==> config.mk <==
export PLATFORM = sky130hd
export DESIGN_NAME = pipe_skid_stage
export DESIGN_NICKNAME = d
export VERILOG_FILES = /design/src/rtl/pipe_skid_stage.sv
export SDC_FILE = /design/constraint.sdc
export NUM_CORES = 1
export LEC_CHECK = 0
export CORE_MARGIN = 4
export CORE_UTILIZATION = 25
export DETAILED_ROUTE_END_ITERATION = 8
export PLACE_DENSITY = 0.49
export SLEW_MARGIN = 20
export SYNTH_ARGS = -nofsm -noshare
export SYNTH_HDL_FRONTEND = slang
export SYNTH_SLANG_ARGS = --single-unit
==> constraint.sdc <==
create_clock -name clk -period 4.1 [get_ports clk]
set_clock_uncertainty 0.05 [all_clocks]
set_input_delay 1.025 -clock clk [delete_from_list [all_inputs] [get_ports clk]]
set_output_delay 1.025 -clock clk [all_outputs]
set_load 0.01 [all_outputs]
==> src/rtl/pipe_skid_stage.sv <==
// rtl/pipe_skid_stage.sv - two-entry valid/ready skid stage with registered ready and data
// Optional stall counter output stall_cnt_o is built when PIPE_SKID_STALL_CNT_EN is defined.
module pipe_skid_stage #(
  parameter int unsigned    DW       = 32,
  parameter logic [DW-1:0]  NOP_DATA = 32'h00000013
) (
  input  logic          clk,
  input  logic          rst,
  input  logic          flush_i,
  input  logic          in_valid_i,
  output logic          in_ready_o,
  input  logic [DW-1:0] in_data_i,
  output logic          out_valid_o,
  input  logic          out_ready_i,
  output logic [DW-1:0] out_data_o
`ifdef PIPE_SKID_STALL_CNT_EN
  ,
  output logic [15:0]   stall_cnt_o
`endif
);

  typedef enum logic [1:0] {
    ST_EMPTY = 2'd0,
    ST_BUSY  = 2'd1,
    ST_FULL  = 2'd2
  } state_e;

  state_e        state_q, state_d;
  logic [DW-1:0] main_q, main_d;
  logic [DW-1:0] skid_q, skid_d;
  logic          up_xfer;
  logic          dn_xfer;

  assign up_xfer = in_valid_i && in_ready_o;
  assign dn_xfer = out_valid_o && out_ready_i;

  always_ff @(posedge clk) begin
    if (rst) begin
      state_q <= ST_EMPTY;
      main_q  <= NOP_DATA;
      skid_q  <= NOP_DATA;
    end else begin
      state_q <= state_d;
      main_q  <= main_d;
      skid_q  <= skid_d;
    end
  end

  // Empty entries are parked at NOP_DATA so out_data_o stays a plain flop output.
  always_comb begin
    state_d = state_q;
    main_d  = main_q;
    skid_d  = skid_q;
    if (flush_i) begin
      state_d = ST_EMPTY;
      main_d  = NOP_DATA;
      skid_d  = NOP_DATA;
    end else begin
      case (state_q)
        ST_EMPTY: begin
          if (up_xfer) begin
            state_d = ST_BUSY;
            main_d  = in_data_i;
          end
        end
        ST_BUSY: begin
          if (up_xfer && dn_xfer) begin
            main_d = in_data_i;
          end else if (dn_xfer) begin
            state_d = ST_EMPTY;
            main_d  = NOP_DATA;
          end else if (up_xfer) begin
            state_d = ST_FULL;
            skid_d  = in_data_i;
          end
        end
        ST_FULL: begin
          if (dn_xfer) begin
            state_d = ST_BUSY;
            main_d  = skid_q;
            skid_d  = NOP_DATA;
          end
        end
        default: begin
          state_d = ST_EMPTY;
          main_d  = NOP_DATA;
          skid_d  = NOP_DATA;
        end
      endcase
    end
  end

  // Handshake outputs decode only the state register, never out_ready_i.
  always_comb begin
    in_ready_o  = 1'b1;
    out_valid_o = 1'b0;
    case (state_q)
      ST_EMPTY: begin
        in_ready_o  = 1'b1;
        out_valid_o = 1'b0;
      end
      ST_BUSY: begin
        in_ready_o  = 1'b1;
        out_valid_o = 1'b1;
      end
      ST_FULL: begin
        in_ready_o  = 1'b0;
        out_valid_o = 1'b1;
      end
      default: begin
        in_ready_o  = 1'b1;
        out_valid_o = 1'b0;
      end
    endcase
  end

  assign out_data_o = main_q;

`ifdef PIPE_SKID_STALL_CNT_EN
  logic [15:0] stall_cnt_q, stall_cnt_d;

  always_comb begin
    stall_cnt_d = stall_cnt_q;
    if (out_valid_o && !out_ready_i && (stall_cnt_q != 16'hFFFF)) begin
      stall_cnt_d = stall_cnt_q + 16'd1;
    end
  end

  // Flush deliberately leaves the counter alone; only reset clears it.
  always_ff @(posedge clk) begin
    if (rst) begin
      stall_cnt_q <= 16'd0;
    end else begin
      stall_cnt_q <= stall_cnt_d;
    end
  end

  assign stall_cnt_o = stall_cnt_q;
`endif

endmodule
---- After elaboration in Yosys (flattened, before gate mapping) ----
Cells that the tools add are included.
storage, ports and cells
  input port bits ......................... 37
  flip-flop bits (word level) ............. 66
  logic and storage cells ................. 38
operators by class
  reduce and logical (&&, ||, !) cells .... 9
  muxes and demuxes ....................... 16
  equal/unequal tests ..................... 9
  bitwise operators ....................... 1
operators with widths
  operator            count
  $mux 32             6
  $pmux 32 s3         2
  $mux 2              5
  $ne 2x2->1 const B  5
  $ne 3x3->1 const B  2
  $pmux 2 s3          1
  $reduce_and 5->1    1
  $reduce_and 4->1    1
  $reduce_or 2->1     2
  $logic_and 1x1->1   3
  $reduce_and 3->1    1
  $eq 2x1->1 const B  1
  $eq 2x2->1 const B  1
  $logic_not 2->1     1
  $mux 1              2
  $not 1->1           1

---- Logic depth before layout (Yosys ltp) ----
  word-level depth ........................ 7
  gate-level depth with buffers ........... 8
  mapped depth without buffers ............ 6

---- Least setup slack after synthesis ----
Ideal clock, no wire load.
  path type ............................... input -> register
  from .................................... input port out_ready_i
  to ...................................... register main_q[13] (netlist: out_data_o[13])
  path buffers ............................ 2
  required time ........................... 3.931 ns
  data arrival time ....................... 1.932 ns
  stages .................................. 6
  setup slack ............................. 1.999 ns
  path through ............................ and2_1 > a31o_2 > buf_6 > buf_6 > a22oi_1 > o2bb2ai_2
between the ends
  word-level cells in the longest chain between the ends .. 4
  elaborated cells between the ends (all ways) .. 7
  classes of those cells .................. 2 x eq/ne; 2 x mux; 3 x reduce/logical
RTL lines
  element                                                    RTL line  source
  start, declared                                            14        input logic out_ready_i,
  $logic_and 1x1->1 (*)                                      35        assign dn_xfer = out_valid_o && out_ready_i;
  $logic_and 1x1->1                                          67        if (up_xfer && dn_xfer) begin
  $ne 3x3->1 (no line) or $mux 32 (tied branches)            --
  $reduce_and 3->1 (no line) or $pmux 32 s3 (tied branches)  --
  end signal, assigned                                       44        main_q <= main_d;
  end, declared                                              29        logic [DW-1:0] main_q, main_d;
Every way passes the cells marked *; elsewhere a longest branch is shown, timed or not.
A chain may end at the register's enable or synchronous reset.

---- Final worst setup path ----
  from .................................... register state_q[0]
  to ...................................... output port in_ready_o
between the ends
  word-level cells in the longest chain between the ends .. 2
RTL lines
  element                 RTL line  source
  start, declared         28        state_e state_q, state_d;
  start signal, assigned  43        state_q <= state_d;
  $eq 2x2->1              97        case (state_q)
  $mux 1                  97
  end, declared           11        output logic in_ready_o,
Every way passes these cells.

==> impl_metrics.csv <==
group,metric,value,unit
placed_design,port_buffers,70,
route,detail_route.wl_per_cell,17.4,um
power,power-per-cell-area,399,nW/um^2
sta,rsz0062_at_grt,"false",
critical_path,rrSetupSlack,1440,ps
layout,nFillCells,1231,
sta,period_share,68.9,%
yosys,syn_area,2930,um^2
yosys,ys_warn_count,0,
critical_path,crit_top_cell,"inv_1",
critical_path,critPathRequiredTime,3020,ps
power,p_total,1.58,mW
placed_design,post_dp_cell_area,3700,um^2
flow_run,cap_viol_max_count,0,
clock_tree,post_cts_buffers,0,
layout,num_antenna_cells,0,
clock_tree,path_clk_slew,50,ps
power,p_comb_share,14.7,%
grt,grt_pass1_wl,13800,um
sta,timing.slew.headroom,41.5,%
route,drt-total-wl,8720,um
clock_tree,clock-sinks,66,
critical_path,crit_type,"reg2out",
clock_tree,post_cts_resized,0,
yosys,ys_ff_latch,66,
sta,period_needed,2820,ps
floorplan,rows,39,
critical_path,crit_chain,"inv_1 -> ha_1 -> inv_1 -> clkdlybuf4s50_1",
floorplan,io_pins,71,
floorplan,dieWidth,116,um
yosys,synthCells,299,
grt,grt_max_degree,33,
yosys,synth_cell_types,40,
layout,drive_above_1_share,12.5,%
route,drt_iter0_drc,206,
layout,fin_nets,399,
route,vias,2600,
clock_tree,numCtsBuffers,9,
power,netSwitchingFraction,25.7,%
floorplan,die_area,13500,um^2
sta,setup_viol,0,
power,p_switching,0.406,mW
grt,globalRouteTotalUtil,13.1,%
clock_tree,clockBufferDepth,2,
critical_path,path_max_fanout,7,
layout,final_area,3960,um^2
floorplan,die_y,116,um
sta,fin_tns_setup,0,ps
sta,fmax,354,MHz
route,viasPerCell,5.18,
placed_design,gp_congestion,0.729,
grt,antenna_found_initial,0,
critical_path,cp-start-kind,"register",
layout,area_growth,35.4,%
power,power_frac_seq,42.4,%
critical_path,worstSetupEndpointType,"output pin",
grt,overflow,0,
yosys,synth_nets,342,
power,p_int,1.17,mW
route,drc,0,
critical_path,arrival,1750,ps
power,irDropWorstVdd,177,uV
critical_path,slowest_stage,"clkdlybuf4s50_1",
yosys,ys_seq_area_share,45.1,%
power,p_leak,1.32,nW
yosys,avgSynthCellArea,9.79,um^2
sta,slew_viol_final,0,
sta,tightest_slew,876,ps
clock_tree,clock_latency,320,ps
floorplan,core-area,11400,um^2
status,status,"complete, no violations",
grt,grt_pass1_vias,2637,
power,pwr-share-clk,42.9,%
floorplan,start_util,25.6,%
route,drt_first_pass_iters,5,
clock_tree,cts-htree-levels,3,
clock_tree,hold_buffers,0,
clock_tree,clockRootBuffer,"clkbuf_16",
critical_path,crit_path_max_incr_delay,530,ps
sta,hold_viol_final,0,
placed_design,dp_hpwl,5750,um
route,ant_nets,0,
worst_hold_path,min_path_type,"reg2reg",
clock_tree,cts_tree,"yes",
==> logic make-up after synthesis <==
| group | after synthesis | share of synthesized area (%) |
|---|---|---|
| AO/OA/AOI/OAI | 136 | 33.2 |
| flip-flops | 66 | 45.1 |
| AND/OR/NAND/NOR | 53 | 11.5 |
| buffers and inverters | 36 | 6.84 |
| adder cells (fa/ha/maj) | 6 | 2.57 |
| multiplexers | 2 | 0.684 |
==> final timing paths <==
check	from	to	cells after the start
max	state_q[0]$_SDFFE_PP0P_	in_ready_o	4
min	out_data_o[29]$_SDFFE_PP0P_	out_data_o[29]$_SDFFE_PP0P_	1
max reg2reg	state_q[0]$_SDFFE_PP0P_	out_data_o[24]$_SDFFE_PP0P_	8
min reg2reg	out_data_o[29]$_SDFFE_PP0P_	out_data_o[29]$_SDFFE_PP0P_	1
==> flip-flops by register name, indices dropped and copies added, names as in the netlist <==
| register | flops |
|---|---|
| out_data_o | 32 |
| skid_q | 32 |
| state_q | 2 |
==> worst max-delay path: cells and delay by family (launching register included) <==
kind,cells,cell delay [ps]
buf+inv,3,720
flops,1,400
fa+ha+maj,1,310
==> layout by cell type (no fill, tap or decap), drive strengths merged <==
cell type,count
inv,4
o31a,1
buf,8
dfxtp,66
a22oi,29
ha,6
a22o,3
mux2i,2
a21o,1
nand2b,1
or3,1
and2,1
nor2b,1
o22a,3
nor2,6
clkinvlp,1
clkdlybuf4s50,70
clkinv,2
a21oi,35
nand3,3
nor4,3
and2b,1
or2,3
nand4,29
o2bb2ai,29
o21ai,34
clkbuf,11
nand2,4
a31o,1
==> layout make-up <==
class	count	area, um^2	area share, %
repair buffers	78	761	19.2
clock inverters	3	17.5	0.442
inverters	4	15.0	0.379
clock buffers	11	243	6.13
flip-flops and latches	66	1320	33.3
well taps	143	179	4.52
multi-input cells	197	1430	36.0
==> per-layer routing <==
metal | wire [um] | GRT usage [%] | up-vias
met3 | 512 | 4.09 | 2
met5 | 0 | 0 | -
li1 | - | - | 1269
met4 | 18 | 2.32 | 0
met1 | 4040 | 18.5 | 1246
met2 | 4150 | 20.0 | 83
==> per-stage QoR <==
| stage | setup slack, ps | std cells | hold slack (ps) | util (%) |
|---|---|---|---|---|
| floorplan | 2000 | 299 | 405 | - |
| global placement | 1090 | 488 | 401 | 32.4 |
| detailed placement | 1040 | 488 | 396 | 32.4 |
| CTS | 1230 | 502 | 416 | 34.7 |
| global route | 1110 | 502 | 425 | 34.7 |
| finish | 1280 | 502 | 410 | 34.7 |
==> power by group through the flow <==
stage / registers (mW) / clock network (mW) / logic (mW)
finish: 0.670 / 0.677 / 0.233
floorplan: 0.689 / 0 / 0.123
detailed placement: 0.684 / 0 / 0.233
global route: 0.673 / 0.732 / 0.252
global placement: 0.684 / 0 / 0.233
CTS: 0.671 / 0.701 / 0.235
==> synthesized netlist by cell type, drive strengths merged <==
cell | n | area, um^2
inv | 4 | 15.0
nor2b | 1 | 8.76
clkbuf | 8 | 30.0
ha | 6 | 75.1
o2bb2ai | 29 | 317
a21oi | 35 | 190
nand4 | 29 | 181
nor4 | 3 | 25.0
nor2 | 6 | 32.5
or3 | 1 | 6.26
dfxtp | 66 | 1320
or2 | 3 | 18.8
o22a | 3 | 26.3
and2b | 1 | 10.0
mux2i | 2 | 20.0
nand3 | 3 | 20.0
a21o | 1 | 7.51
a22oi | 29 | 218
and2 | 1 | 6.26
a22o | 3 | 26.3
o21ai | 34 | 170
nand2 | 4 | 15.0
a31o | 1 | 8.76
nand2b | 1 | 13.8
buf | 24 | 155
o31a | 1 | 8.76
Power figures use the tool's default switching activity.
